===== config.mk =====
export PLATFORM = sky130hd
export DESIGN_NAME = ysyx_25040111_lsu
export DESIGN_NICKNAME = d
export VERILOG_FILES = /design/src/rtl/ysyx_25040111_pkg.sv /design/src/rtl/ysyx_25040111_lsu_align.sv /design/src/rtl/ysyx_25040111_lsu.sv
export SDC_FILE = /design/constraint.sdc
export NUM_CORES = 1
export LEC_CHECK = 0
export BUFFER_PORTS_ARGS = -buffer_cell sky130_fd_sc_hd__clkbuf_2
export CAP_MARGIN = 20
export CORE_AREA = 2 2 130 132
export DETAILED_ROUTE_END_ITERATION = 10
export DIE_AREA = 0 0 132 134
export PLACE_DENSITY_LB_ADDON = 0.05
export SLEW_MARGIN = 0
export SYNTH_ARGS = -nofsm -noshare
export SYNTH_HDL_FRONTEND = slang
export SYNTH_SLANG_ARGS = --single-unit

===== constraint.sdc =====
create_clock -name clock -period 4.9 [get_ports clock]
set_input_delay 0 -clock clock [delete_from_list [all_inputs] [get_ports clock]]
set_output_delay 0 -clock clock [all_outputs]
set_load 0.02 [all_outputs]

===== src/rtl/ysyx_25040111_pkg.sv =====
// Shared encodings, payload types and helpers for the LSU AXI master.
package ysyx_25040111_pkg;

    localparam int unsigned ADDR_W = 32;
    localparam int unsigned DATA_W = 32;
    localparam int unsigned STRB_W = 4;
    localparam int unsigned LEN_W  = 8;
    localparam int unsigned ID_W   = 4;

    localparam logic [1:0] AXI_BURST_FIXED = 2'b00;
    localparam logic [1:0] AXI_BURST_INCR  = 2'b01;
    localparam logic [1:0] AXI_RESP_OKAY   = 2'b00;

    localparam logic [2:0] SIZE_B = 3'b000;
    localparam logic [2:0] SIZE_H = 3'b001;
    localparam logic [2:0] SIZE_W = 3'b010;

    localparam logic [1:0] MASK_B = 2'b00;
    localparam logic [1:0] MASK_H = 2'b01;
    localparam logic [1:0] MASK_W = 2'b10;

    typedef enum logic [2:0] {
        LSU_IDLE = 3'd0,
        LSU_AR   = 3'd1,
        LSU_R    = 3'd2,
        LSU_WR   = 3'd3,
        LSU_B    = 3'd4
    } lsu_state_t;

    // Address-channel payload shared by AR and AW
    typedef struct packed {
        logic [ADDR_W-1:0] addr;
        logic [LEN_W-1:0]  len;
        logic [2:0]        size;
        logic [1:0]        burst;
    } axi_ax_t;

    // Access width code -> AXI size (10 and 11 both mean a full word)
    function automatic logic [2:0] mask_to_size(input logic [1:0] mask);
        logic [2:0] size;
        case (mask)
            MASK_B:  size = SIZE_B;
            MASK_H:  size = SIZE_H;
            default: size = SIZE_W;
        endcase
        return size;
    endfunction

endpackage


===== src/rtl/ysyx_25040111_lsu_align.sv =====
// Combinational load extraction and store lane shifting / strobe generation.
module ysyx_25040111_lsu_align
    import ysyx_25040111_pkg::*;
(
    input  logic [1:0]        raddr_lo,
    input  logic [DATA_W-1:0] rdata,
    input  logic [1:0]        rmask,
    input  logic              rsign,
    input  logic              burst,
    output logic [DATA_W-1:0] load_data,
    input  logic [1:0]        waddr_lo,
    input  logic [DATA_W-1:0] wdata,
    input  logic [1:0]        wmask,
    output logic [DATA_W-1:0] store_data,
    output logic [STRB_W-1:0] store_strb
);

    logic [DATA_W-1:0] shifted;
    logic [STRB_W-1:0] strb_base;

    // Load: bursts return raw words; singles are lane-shifted then extended
    always_comb begin
        shifted   = rdata >> {raddr_lo, 3'b000};
        load_data = shifted;
        if (burst) begin
            load_data = rdata;
        end else begin
            case (rmask)
                MASK_B:  load_data = {{24{rsign & shifted[7]}}, shifted[7:0]};
                MASK_H:  load_data = {{16{rsign & shifted[15]}}, shifted[15:0]};
                default: load_data = shifted;
            endcase
        end
    end

    // Store: move data and strobes onto the addressed byte lanes
    always_comb begin
        case (wmask)
            MASK_B:  strb_base = 4'b0001;
            MASK_H:  strb_base = 4'b0011;
            default: strb_base = 4'b1111;
        endcase
        store_strb = strb_base << waddr_lo;
        store_data = wdata << {waddr_lo, 3'b000};
    end

endmodule


===== src/rtl/ysyx_25040111_lsu.sv =====
// LSU: turns arbiter load/store/refill requests into single AXI4 transactions.
module ysyx_25040111_lsu
    import ysyx_25040111_pkg::*;
#(
    parameter logic [ID_W-1:0]  AXI_ID  = 4'd1,
    parameter logic [LEN_W-1:0] MAX_LEN = 8'd7
) (
    input  logic              clock,
    input  logic              reset,
    input  logic              lsu_rvalid,
    output logic              lsu_rready,
    output logic [DATA_W-1:0] lsu_rdata,
    input  logic [ADDR_W-1:0] lsu_raddr,
    input  logic [LEN_W-1:0]  lsu_rlen,
    input  logic              lsu_burst,
    input  logic              lsu_rsign,
    input  logic [1:0]        lsu_rmask,
    input  logic              lsu_wvalid,
    output logic              lsu_wready,
    input  logic [DATA_W-1:0] lsu_wdata,
    input  logic [ADDR_W-1:0] lsu_waddr,
    input  logic [1:0]        lsu_wmask,
    output logic              lsu_err,
    output logic              io_master_arvalid,
    input  logic              io_master_arready,
    output logic [ADDR_W-1:0] io_master_araddr,
    output logic [ID_W-1:0]   io_master_arid,
    output logic [LEN_W-1:0]  io_master_arlen,
    output logic [2:0]        io_master_arsize,
    output logic [1:0]        io_master_arburst,
    input  logic              io_master_rvalid,
    output logic              io_master_rready,
    input  logic [DATA_W-1:0] io_master_rdata,
    input  logic [1:0]        io_master_rresp,
    input  logic              io_master_rlast,
    input  logic [ID_W-1:0]   io_master_rid,
    output logic              io_master_awvalid,
    input  logic              io_master_awready,
    output logic [ADDR_W-1:0] io_master_awaddr,
    output logic [ID_W-1:0]   io_master_awid,
    output logic [LEN_W-1:0]  io_master_awlen,
    output logic [2:0]        io_master_awsize,
    output logic [1:0]        io_master_awburst,
    output logic              io_master_wvalid,
    input  logic              io_master_wready,
    output logic [DATA_W-1:0] io_master_wdata,
    output logic [STRB_W-1:0] io_master_wstrb,
    output logic              io_master_wlast,
    input  logic              io_master_bvalid,
    output logic              io_master_bready,
    input  logic [1:0]        io_master_bresp,
    input  logic [ID_W-1:0]   io_master_bid
);

    lsu_state_t        state_q, state_d;
    axi_ax_t           ar_q, aw_q;
    logic [LEN_W-1:0]  cnt_q;
    logic [1:0]        rd_mask_q;
    logic              rd_sign_q, rd_burst_q;
    logic [DATA_W-1:0] wdata_q;
    logic [STRB_W-1:0] wstrb_q;
    logic              aw_done_q, w_done_q;
    logic [LEN_W-1:0]  rlen_clamped;
    logic [DATA_W-1:0] load_data, store_data;
    logic [STRB_W-1:0] store_strb;
    logic              unused_bits;

    // Response IDs and the low resp bit carry no information for this master
    assign unused_bits = ^{io_master_rid, io_master_bid, io_master_rresp[0], io_master_bresp[0]};

    assign rlen_clamped = (lsu_rlen > MAX_LEN) ? MAX_LEN : lsu_rlen;

    assign io_master_arid    = AXI_ID;
    assign io_master_araddr  = ar_q.addr;
    assign io_master_arlen   = ar_q.len;
    assign io_master_arsize  = ar_q.size;
    assign io_master_arburst = ar_q.burst;
    assign io_master_awid    = AXI_ID;
    assign io_master_awaddr  = aw_q.addr;
    assign io_master_awlen   = aw_q.len;
    assign io_master_awsize  = aw_q.size;
    assign io_master_awburst = aw_q.burst;
    assign io_master_wdata   = wdata_q;
    assign io_master_wstrb   = wstrb_q;
    assign io_master_wlast   = 1'b1;

    ysyx_25040111_lsu_align u_align (
        .raddr_lo   (ar_q.addr[1:0]),
        .rdata      (io_master_rdata),
        .rmask      (rd_mask_q),
        .rsign      (rd_sign_q),
        .burst      (rd_burst_q),
        .load_data  (load_data),
        .waddr_lo   (lsu_waddr[1:0]),
        .wdata      (lsu_wdata),
        .wmask      (lsu_wmask),
        .store_data (store_data),
        .store_strb (store_strb)
    );

    // State register
    always_ff @(posedge clock or posedge reset) begin
        if (reset) begin
            state_q <= LSU_IDLE;
        end else begin
            state_q <= state_d;
        end
    end

    // Next state and handshake outputs; read wins when both requests arrive
    always_comb begin
        state_d           = state_q;
        io_master_arvalid = 1'b0;
        io_master_rready  = 1'b0;
        io_master_awvalid = 1'b0;
        io_master_wvalid  = 1'b0;
        io_master_bready  = 1'b0;
        lsu_rready        = 1'b0;
        lsu_rdata         = '0;
        lsu_wready        = 1'b0;
        lsu_err           = 1'b0;
        case (state_q)
            LSU_IDLE: begin
                if (lsu_rvalid) begin
                    state_d = LSU_AR;
                end else if (lsu_wvalid) begin
                    state_d = LSU_WR;
                end
            end
            LSU_AR: begin
                io_master_arvalid = 1'b1;
                if (io_master_arready) begin
                    state_d = LSU_R;
                end
            end
            LSU_R: begin
                io_master_rready = 1'b1;
                if (io_master_rvalid) begin
                    lsu_rready = 1'b1;
                    lsu_rdata  = load_data;
                    lsu_err    = io_master_rresp[1];
                    if (io_master_rlast || (cnt_q == '0)) begin
                        state_d = LSU_IDLE;
                    end
                end
            end
            LSU_WR: begin
                io_master_awvalid = ~aw_done_q;
                io_master_wvalid  = ~w_done_q;
                if ((aw_done_q || io_master_awready) && (w_done_q || io_master_wready)) begin
                    state_d = LSU_B;
                end
            end
            LSU_B: begin
                io_master_bready = 1'b1;
                if (io_master_bvalid) begin
                    lsu_wready = 1'b1;
                    lsu_err    = io_master_bresp[1];
                    state_d    = LSU_IDLE;
                end
            end
            default: state_d = LSU_IDLE;
        endcase
    end

    // Request capture, beat counter and AW/W completion flags
    always_ff @(posedge clock or posedge reset) begin
        if (reset) begin
            ar_q       <= '0;
            aw_q       <= '0;
            cnt_q      <= '0;
            rd_mask_q  <= '0;
            rd_sign_q  <= 1'b0;
            rd_burst_q <= 1'b0;
            wdata_q    <= '0;
            wstrb_q    <= '0;
            aw_done_q  <= 1'b0;
            w_done_q   <= 1'b0;
        end else begin
            case (state_q)
                LSU_IDLE: begin
                    if (lsu_rvalid) begin
                        ar_q <= '{addr:  lsu_raddr,
                                  len:   lsu_burst ? rlen_clamped : '0,
                                  size:  lsu_burst ? SIZE_W : mask_to_size(lsu_rmask),
                                  burst: lsu_burst ? AXI_BURST_INCR : AXI_BURST_FIXED};
                        cnt_q      <= lsu_burst ? rlen_clamped : '0;
                        rd_mask_q  <= lsu_rmask;
                        rd_sign_q  <= lsu_rsign;
                        rd_burst_q <= lsu_burst;
                    end else if (lsu_wvalid) begin
                        aw_q <= '{addr:  lsu_waddr,
                                  len:   '0,
                                  size:  mask_to_size(lsu_wmask),
                                  burst: AXI_BURST_FIXED};
                        wdata_q   <= store_data;
                        wstrb_q   <= store_strb;
                        aw_done_q <= 1'b0;
                        w_done_q  <= 1'b0;
                    end
                end
                LSU_R: begin
                    if (io_master_rvalid && (cnt_q != '0)) begin
                        cnt_q <= cnt_q - LEN_W'(1);
                    end
                end
                LSU_WR: begin
                    if (io_master_awvalid && io_master_awready) begin
                        aw_done_q <= 1'b1;
                    end
                    if (io_master_wvalid && io_master_wready) begin
                        w_done_q <= 1'b1;
                    end
                end
                default: ;
            endcase
        end
    end

endmodule


==> metrics.md, run 1 <==
| Metric | Value |
|---|---|
| Status | finished, final reports clean |
| Worst hold path class | in -> reg |
| CP Capture Type | primary output |
| Placed instance area | 8060 µm² |
| Crit path max-delay family | simple AND/OR/NAND/NOR gates |
| Crit path cell chain | nand4bb_1, nor2_1, a221o_1, clkbuf_2 |
| Residual DRC count | 0 |
| GRT overflow | 0 |
| Number of primary I/O pins | 339 |
| Area delta synth->final | 47.4% |
| I/O Buffers | 306 |
| NumNets Final | 1292 |
| Clk_lat worst skew | 420 ps |
| Fin cells | between 1k and 1.5k |
| R2R setup slack | 2530 ps |
| Setup Crit Path Kind | reg -> out |
| Cell Area, Synth | 6530 µm² |
| Layout cell share with drive strength beyond 1 | 0.328 |
| WP buf/inv | 1 |
| Worst hold stages | 5 |
| Number of global-route vias before repair | 6186 |
| Slew headroom | 0.317 |
| Hold_buf cts | 95 |
| YS warnings | 0 |
| Root buf cell | clkbuf_16 |
| Post-DP HPWL | 13600 µm |
| CP max-delay cell | nor2_1 |
| Psw | 2420 µW |
| Crit start category | flip-flop |
| R2R depth | 4 |
| Clock-pin transition on the worst setup and hold timing paths | 60 ps |
| FF-to-FF Start | state_q[2] |
| Crit path arrival time | 2970 ps |
| TritonCTS clock tree | done |
| Critical Path Stages | 4 |
| Starting DRT DRC Count | between 200 and 300 |
| WL/cell | ~14 µm |
| Worst Tran Pin Value | 1020 ps |
| RSZ-0062 raised after global routing | false |
| Die X | roughly 130 µm |
| Crit-path max FO | 16 |
| First-pass GRT wire length | 31400 µm |
| Die area | 17700 µm² |
| Total Wirelength | just under 20000 µm |
| Vias | approximately 6.3k |
| Ys async rst share | 1.00 |
| Setup Skew | 6.89 ps |
| # rows | between 40 and 50 |
| Antenna Nets Post-Route | 0 |
| Logic pwr share | 0.429 |
| H-tree levels | 4 |
| P_leak | about 0.0053 µW |
| Worst stage delay on the critical path | 970 ps |
| Largest net degree at the start of global routing | 68 |
| Seq pwr share | 0.337 |
| Resized cells post-CTS | 0 |
| Initial antenna violation count | 0 |
| Clock buffer depth | 2 |
| Synth cell types | 51 |
| Core area | approximately 16000 µm² |
| PD cells | 580 nW/µm² |
| Total global-route track usage | 0.221 |
| Source of the critical timing path | state_q[0] |
| Die Y | 134 µm |
| Sequential share of the synthesized area | 0.495 |
| #FFs+latches synth | 129 |
| Mean post-synth cell area | 8.70 µm² |
| Fin area | 9620 µm² |
| Post-synth EDFFs | 0 |
| Max Freq | 336 MHz |
| Synth Flop Type | dfrtp_1 |
| Drt pass-1 iters | 4 |
| Finish-stage setup viols | 0 |
| Total of max-cap violations | 0 |
| Setup bufs post-CTS | 0 |
| Fin crit share | 0.607 |
| Int Pwr | approximately 3200 µW |
| Final slew viol count | 0 |
| Ant diodes | 0 |
| Net Sw Frac | 0.433 |
| Gpl congestion | 0.762 |
| Starting Density | 0.401 |
| Cts bufs inserted | 17 |
| Vias per cell | 4.64 |
| Synth Instances | 750 |
| Dpl cells | 1232 |
| Crit path time final | about 3000 ps |
| Req. time, crit path | 4900 ps |
| Clk sinks | 129 |
| Worst VDD drop | between 0.3 and 0.4 mV |
| Final Hold Fails | 0 |
| Clock network fraction of total power | 0.234 |
| Sum Neg Setup Slack | 0 ps |
| Worst Hold Launch | lsu_wdata[22] |
[flip-flops by register name (all words and copies together), names as in the netlist]
| signal | count |
|---|---|
| cnt_q | 8 |
| io_master_awsize | 2 |
| rd_mask_q | 2 |
| rd_sign_q | 1 |
| rd_burst_q | 1 |
| aw_done_q | 1 |
| io_master_wstrb | 4 |
| io_master_wdata | 32 |
| w_done_q | 1 |
| io_master_arlen | 8 |
| state_q | 3 |
| io_master_araddr | 32 |
| io_master_awaddr | 32 |
| io_master_arsize | 2 |
[synth_stat cells, types with 2 or more instances]
cell type  instances  area, µm²
nor2b_1           10       62.6
buf_1              4       15.0
o221a_2            7       78.8
conb_1             2       7.51
nor3b_1            2       15.0
nand2b_1           3       18.8
o211ai_1           3       22.5
nand2_1          273       1020
and2_1             7       43.8
a221o_1            8       80.1
mux2i_1           28        280
clkbuf_1          19       71.3
buf_4             29        218
nor3_1             4       20.0
buf_6              2       22.5
o31ai_1            9       67.6
dfrtp_1          129       3230
buf_2             15       75.1
ha_1               2       25.0
nand3_1           10       50.1
a211oi_1           8       60.1
or2_2              3       18.8
a221oi_1           8       70.1
a21o_1             8       60.1
and3_1             3       18.8
a211oi_2           2       25.0
inv_1             15       56.3
a21oi_1           31        155
nor2_1            45        169
mux2_2            11        124
xor2_1             5       43.8
o21ai_0           26        130
[kinds of logic after synthesis]
logic type      Yosys count  synth area share
simple gates            365             0.229
xor+xnor                  6           0.00805
compound gates          121             0.129
flops                   129             0.495
mux                      40            0.0642
buf+inv                  85            0.0708
fa+ha+maj                 2           0.00383
other cells               2           0.00115
[cell type report]
| cell class | count | area, µm² |
|---|---|---|
| Clock inverter | 14 | 170 |
| Inverter | 16 | 62.6 |
| Timing Repair Buffer | 406 | 2520 |
| Sequential cell | 129 | 3230 |
| Fill cell | 1504 | 6670 |
| Tap cell | 220 | 275 |
| Clock buffer | 18 | 439 |
| Multi-Input combinational cell | 556 | 2920 |
[per-stage QoR]
stage | power (µW) | setup slack, ps | hold WS (ps) | utilization
floorplan | 3460 | 1460 | 105 | -
global placement | 4230 | 2360 | 191 | 0.495
detailed placement | 4260 | 2350 | 192 | 0.495
CTS | 5640 | 1900 | 6.85 | 0.590
global route | 5980 | 1620 | 39.8 | 0.590
finish | 5580 | 1930 | 17.3 | 0.590
[power groups by stage]
stage | logic, µW | registers, µW | clock network [µW]
after detailed placement | 2370 | 1890 | 0
after floorplan | 1150 | 2300 | 0
after CTS | 2430 | 1880 | 1330
final | 2390 | 1880 | 1300
after global placement | 2350 | 1880 | 0
after global routing | 2650 | 1950 | 1390
[path summary, 6_finish.rpt]
check,endpoint
setup reg to reg,io_master_wdata[15]
min in group asynchronous,io_master_awaddr[6]
hold / removal,io_master_wdata[22]
setup / recovery,lsu_rdata[22]
max in group asynchronous,io_master_arlen[6]
hold reg to reg,io_master_wdata[2]
[worst reg2reg max path: cells and delay by family (launching register included)]
kind | cells | cell delay (ps)
AND/OR/NAND/NOR | 2 | 1020
buffers and inverters | 1 | 530
flip-flops | 1 | 450
AO/OA/AOI/OAI | 1 | 280
[routing by layer]
layer | GRT usage | vias up | wire length [µm] | part of all wire
met3 | 0.0627 | 13 | 1170 | 0.060
li1 | - | 3202 | - | -
met2 | 0.370 | 188 | 9670 | 0.49
met1 | 0.286 | 2908 | 8540 | 0.44
met4 | 0.0501 | 0 | 167 | 0.0085
met5 | 0 | - | 0 | 0
[placed cells by master (no fill, tap or decap), types with 7 or more instances in the layout]
| master | instances |
|---|---|
| nor2b_1 | 10 |
| clkbuf_16 | 17 |
| nand3_1 | 9 |
| o31ai_1 | 9 |
| clkbuf_2 | 306 |
| and2_1 | 7 |
| mux2_2 | 11 |
| o221a_2 | 7 |
| nor2_1 | 45 |
| dlygate4sd3_1 | 95 |
| a221oi_1 | 8 |
| conb_1 | 22 |
| a221o_1 | 8 |
| o21ai_0 | 26 |
| a21oi_1 | 31 |
| inv_1 | 14 |
| a211oi_1 | 8 |
| nand2_1 | 273 |
| a21o_1 | 8 |
| mux2i_1 | 28 |
| dfrtp_1 | 129 |
Note: power is estimated with default switching activity, not from simulation.
==> run 2, diff against run 1 <==
- clock period: 4.9 -> 2.8 ns (I/O delays scaled with it)
==> run 2 against run 1 <==
Against the previous run: global-route usage up 0.30 points; combinational power up 81%; register-to-register slack worse by 1800 ps; cell count up 0.88%; non-clock buffer count up 13; clock skew up 3.4 ps; sequential cell count unchanged; hold slack better by 7.3 ps; sequential share of layout area down 0.46 points; total power up 78%.
==> metrics.md, run 2 (synthesis gave the netlist of run 1 again) <==
| Metric | Value |
|---|---|
| Status | finished, final reports clean |
| Die area | 17700 µm² (unchanged) |
| Vias per cell | 4.71 (+1.4%) |
| Crit-path max FO | 23 (+7) |
| I/O Buffers | 306 (unchanged) |
| Number of global-route vias before repair | 6199 (+0.21%) |
| Gpl congestion | 0.807 (+5.9%) |
| Largest net degree at the start of global routing | 69 (+1.5%) |
| Net Sw Frac | 0.424 (-0.00923) |
| PD cells | 1020 nW/µm² (+75%) |
| Clock buffer depth | 2 (unchanged) |
| Psw | 4200 µW (+74%) |
| Post-DP HPWL | 13800 µm (+1.4%) |
| Total global-route track usage | 0.224 (+0.00300) |
| Worst Tran Pin Value | 780 ps (-245 ps) |
| Sum Neg Setup Slack | 0 ps (unchanged) |
| NumNets Final | 1305 (+1.0%) |
| TritonCTS clock tree | done |
| Max Freq | 400 MHz |
| Post-place setup slack | 707 ps (-1640 ps) |
| Antenna Nets Post-Route | 0 (unchanged) |
| H-tree levels | 4 (unchanged) |
| Worst Setup Slack, final | 298 ps (-1630 ps) |
| WL/cell | 14.6 µm (+1.7%) |
| Setup Crit Path Kind | reg -> out |
| Total Wirelength | 20100 µm (+2.6%) |
| Crit path max-delay family | flip-flops |
| Final Hold Fails | 0 (unchanged) |
| Clk_lat worst skew | 420 ps (about the same) |
| Req. time, crit path | 2800 ps (-2100 ps) |
| Clock-pin transition on the worst setup and hold timing paths | 60 ps (about the same) |
| Final slew viol count | 0 (unchanged) |
| # rows | 47 (unchanged) |
| Logic pwr share | 0.436 (+0.007) |
| Drt pass-1 iters | 4 (unchanged) |
| GRT overflow | 0 (unchanged) |
| Vias | 6457 (+2.3%) |
| Setup bufs post-CTS | 0 (unchanged) |
| Starting DRT DRC Count | 292 (+9.8%) |
| Area delta synth->final | 49.4% |
| Crit path arrival time | 2500 ps (-470 ps) |
| Worst hold path class | in -> reg |
| P_leak | 0.00534 µW (+1.4%) |
| RSZ-0062 raised after global routing | false |
| Initial antenna violation count | 0 (unchanged) |
| WP buf/inv | 2 (+1) |
| Clock network fraction of total power | 0.234 (about the same) |
| First-pass GRT wire length | 31800 µm (+1.2%) |
| Seq pwr share | 0.330 (-0.007) |
| Fin crit share | 0.894 |
| Crit path time final | 2500 ps |
| Crit start category | flip-flop |
| Finish-stage setup viols | 0 (unchanged) |
| Int Pwr | 5710 µW (+81%) |
| Die Y | 134 µm (unchanged) |
| Root buf cell | clkbuf_16 |
| Crit path cell chain | nor2b_1, buf_4, and3_1, a221o_1, clkbuf_2 |
| Layout cell share with drive strength beyond 1 | 0.333 (+0.00440) |
| Commonest non-fill, non-tap cell in the layout | clkbuf_2 |
| Setup Skew | 10.3 ps (+3.39 ps) |
| Worst stage delay on the critical path | 800 ps (-170 ps) |
| Ant diodes | 0 (unchanged) |
| Cts bufs inserted | 17 (unchanged) |
| Hold slack | 24.5 ps (+7.27 ps) |
| Resized cells post-CTS | 0 (unchanged) |
| Residual DRC count | 0 (unchanged) |
| Power Total | 9910 µW (+78%) |
| Starting Density | 0.401 (unchanged) |
| Slew headroom | 0.480 (+0.163) |
| Total of max-cap violations | 0 (unchanged) |
| Core area | 16300 µm² (unchanged) |
| FILL cells | 1466 (-2.5%) |
| CP Capture Type | primary output |
| Clk sinks | 129 (unchanged) |
| Die X | 132 µm (unchanged) |
| CP max-delay cell | dfrtp_1 |
| Worst VDD drop | 0.593 mV (+97%) |
| Number of primary I/O pins | 339 (unchanged) |
| Commonest non-fill, non-tap cells in the layout | clkbuf_2 (306), nand2_1 (273), dfrtp_1 (129) |
==> run 2: path summary, 6_finish.rpt <==
kind,start,to,slack [ps],cells after the start
setup / recovery,io_master_araddr[0],lsu_rdata[22],300,5
hold reg to reg,io_master_arsize[0],io_master_arsize[0],470,2
setup reg to reg,state_q[2],io_master_wdata[9],750,4
min in group asynchronous,reset,io_master_araddr[16],80,3
hold / removal,lsu_wdata[23],io_master_wdata[31],20,4
max in group asynchronous,reset,io_master_arlen[0],1790,4
==> run 2: per-layer routing <==
metal	wire, µm	vias up	track usage
li1	-	3223	-
met1	8350	2989	0.276
met2	10000	218	0.382
met3	1320	27	0.0658
met4	338	0	0.0676
met5	0	-	0
==> run 2: timing repair <==
action                                  4_1_cts  5_1_grt
hold endpoints to repair                    186        0
hold buffers                                 97        0
endpoints found under the setup margin        0        0
==> run 2: cell type report <==
class                      instances  area (µm²)  area share
multi-input combinational        556        2920       0.300
timing repair buffer             419        2650       0.272
tap                              220         275      0.0282
clock buffer                      18         429      0.0440
clock inverter                    13         184      0.0189
inverter                          16        63.8     0.00654
sequential                       129        3230       0.331
==> run 2: worst register-to-register path: stages, from the launching register on <==
cell and delay (ps):
dfrtp_1 460, nor3_2 370, nand3_2 490, buf_12 380, o31ai_1 270
==> run 2: power by group through the flow <==
stage          Combinational, µW  Clock (µW)  Sequential (µW)
2_1_floorplan               2020           0             4030
3_3_place_gp                4210           0             3270
3_5_place_dp                4250           0             3280
4_1_cts                     4360        2370             3270
5_1_grt                     4740        2450             3390
6_report                    4330        2320             3270
==> run 2: stage by stage <==
step                std cells   util  instance area, µm²
floorplan                 770      -                6600
global placement         1243  0.501                8170
detailed placement       1243  0.501                8170
CTS                      1371  0.599                9750
global route             1371  0.599                9750
finish                   1371  0.599                9750
==> run 3, diff against run 2 <==
- RECOVER_POWER: default -> 50
==> run 3 against run 2 <==
Against the previous run: the flow now finishes with violations (capacitance limit, slew limit); utilization is 0.98 points lower; total power is 1.8% lower; first-iteration DRC count is 4.1% lower; clock power hardly changed; sequential power hardly changed; via count is 0.29% higher; worst setup slack better by 8.5 ps; count of clock-buffer cells in the layout stayed put; global-route usage stayed put; critical path type unchanged.
==> metrics.md, run 3 (synthesis gave the netlist of run 1 again) <==
| Metric | Value |
|---|---|
| Total Wirelength | 20100 µm (about the same) |
| Worst Tran Pin Value | 1690 ps (+906 ps) |
| Resized cells post-CTS | 0 (unchanged) |
| Req. time, crit path | 2800 ps (about the same) |
| Root buf cell | clkbuf_16 |
| Worst r2r dst | io_master_wdata[9] |
| Crit path arrival time | 2490 ps (about the same) |
| TritonCTS clock tree | done |
| WL/cell | 14.6 µm (about the same) |
| Total of max-cap violations | 1 (+1) |
| Vias per cell | 4.72 (+0.29%) |
| Crit start category | flip-flop |
| Clk_lat worst skew | 420 ps (about the same) |
| Finish-stage setup viols | 0 (unchanged) |
| First-pass GRT wire length | 31800 µm (unchanged) |
| Antenna Nets Post-Route | 0 (unchanged) |
| Commonest non-fill, non-tap cells in the layout | nand2_1 (273), clkbuf_2 (197), dfrtp_1 (129) |
| Worst hold path class | in -> reg |
| Sum Neg Setup Slack | 0 ps (unchanged) |
| Ant diodes | 0 (unchanged) |
| H-tree levels | 4 (unchanged) |
| Clock buffer depth | 2 (unchanged) |
| Hold_buf cts | 97 (unchanged) |
| PD cells | 1010 nW/µm² (-0.22%) |
| Cts bufs inserted | 17 (unchanged) |
| Layout cell share with drive strength beyond 1 | 0.236 (-0.0964) |
| R2R depth | 4 (unchanged) |
| FF-to-FF Start | state_q[2] |
| Crit path time final | 2490 ps (-8.51 ps) |
| Commonest non-fill, non-tap cell in the layout | nand2_1 |
| Clk sinks | 129 (unchanged) |
| CP Capture Type | primary output |
| Core area | 16300 µm² (unchanged) |
| Failing checks | capacitance limit, slew limit |
| Post-DP HPWL | 13800 µm (unchanged) |
| RSZ-0062 raised after global routing | false |
| Setup bufs post-CTS | 0 (unchanged) |
| Core Util, Final | 0.589 (-0.00975) |
| P_leak | 0.00499 µW (-6.7%) |
| R2R setup slack | 750 ps (about the same) |
| Max Freq | 401 MHz (+0.34%) |
| Drt pass-1 iters | 5 (+1) |
| Die X | 132 µm (unchanged) |
| Slew headroom | -0.124 (-0.604) |
| Starting DRT DRC Count | 280 (-4.1%) |
| Gpl congestion | 0.807 (unchanged) |
| Status | complete, but fails checks |
| Setup Crit Path Kind | reg -> out |
| NumNets Final | 1305 (unchanged) |
| Die Y | 134 µm (unchanged) |
| Setup Skew | 10.0 ps (-0.282 ps) |
| # rows | 47 (unchanged) |
| Worst VDD drop | 0.573 mV (-3.3%) |
| GRT overflow | 0 (unchanged) |
| Number of primary I/O pins | 339 (unchanged) |
| Total global-route track usage | 0.224 (unchanged) |
| Initial antenna violation count | 0 (unchanged) |
| I/O Buffers | 306 (unchanged) |
| Starting Density | 0.401 (unchanged) |
| Source of the critical timing path | io_master_araddr[0] |
| Die area | 17700 µm² (unchanged) |
| Largest net degree at the start of global routing | 69 (unchanged) |
| Final slew viol count | 69 (+69) |
| Number of global-route vias before repair | 6199 (unchanged) |
| Area delta synth->final | 47.0% |
| Final Hold Fails | 0 (unchanged) |
| Fin crit share | 0.891 (-0.00304) |
| Residual DRC count | 0 (unchanged) |
| Clock-pin transition on the worst setup and hold timing paths | 60 ps (about the same) |
| Vias | 6476 (+0.29%) |
| Setup crit end | lsu_rdata[22] |
| Crit-path max FO | 23 (unchanged) |
-- run 3: how the worst min path moves through the flow --
stage	startpoint	to	slack (ps)	cells past startpoint
after floorplan	lsu_raddr[0]	io_master_araddr[0]	110	2
after global placement	reset	io_master_araddr[16]	-40	2
after detailed placement	reset	io_master_araddr[16]	-50	2
after CTS	lsu_wdata[23]	io_master_wdata[31]	3	4
after global routing	lsu_wdata[23]	io_master_wdata[31]	30	4
final	lsu_wdata[23]	io_master_wdata[31]	30	4
-- run 3: layout make-up --
class | count | area, µm²
Timing Repair Buffer | 419 | 2490
Tap cell | 220 | 275
Fill cell | 1522 | 6700
Clock buffer | 18 | 429
Sequential cell | 129 | 3230
Multi-Input combinational cell | 556 | 2920
Clock inverter | 13 | 184
Inverter | 16 | 61.3
-- run 3: where the power goes --
part | internal [µW] | switching [µW]
clock network | 1490 | 831
logic | 1370 | 2780
registers | 2680 | 589
total | 5530 | 4200
-- run 3: critical path: stages (launching register included) --
cell	delay, ps
dfrtp_1	800
nor2b_1	250
a311oi_1	120
nor4bb_2	280
buf_4	260
a221o_1	180
clkbuf_2	180
-- run 3: per-layer routing --
metal / routed length (µm) / up-vias / track usage
met5: 0 / - / 0
met4: 340 / 0 / 0.0676
met3: 1330 / 27 / 0.0658
met2: 10000 / 216 / 0.382
met1: 8360 / 3007 / 0.276
li1: - / 3226 / -
-- run 3: metrics by stage --
| step | instance area (µm²) | std cells | setup slack, ps | hold slack (ps) | power, µW |
|---|---|---|---|---|---|
| 6_report | 9590 | 1371 | 306 | 25.6 | 9730 |
| 5_1_grt | 9590 | 1371 | 112 | 29.9 | 10400 |
| 4_1_cts | 9750 | 1371 | 289 | 3.44 | 10000 |
| 3_5_place_dp | 8170 | 1243 | 707 | -45.5 | 7530 |
| 3_3_place_gp | 8170 | 1243 | 715 | -42.4 | 7480 |
| 2_1_floorplan | 6600 | 770 | 1020 | 105 | 6050 |
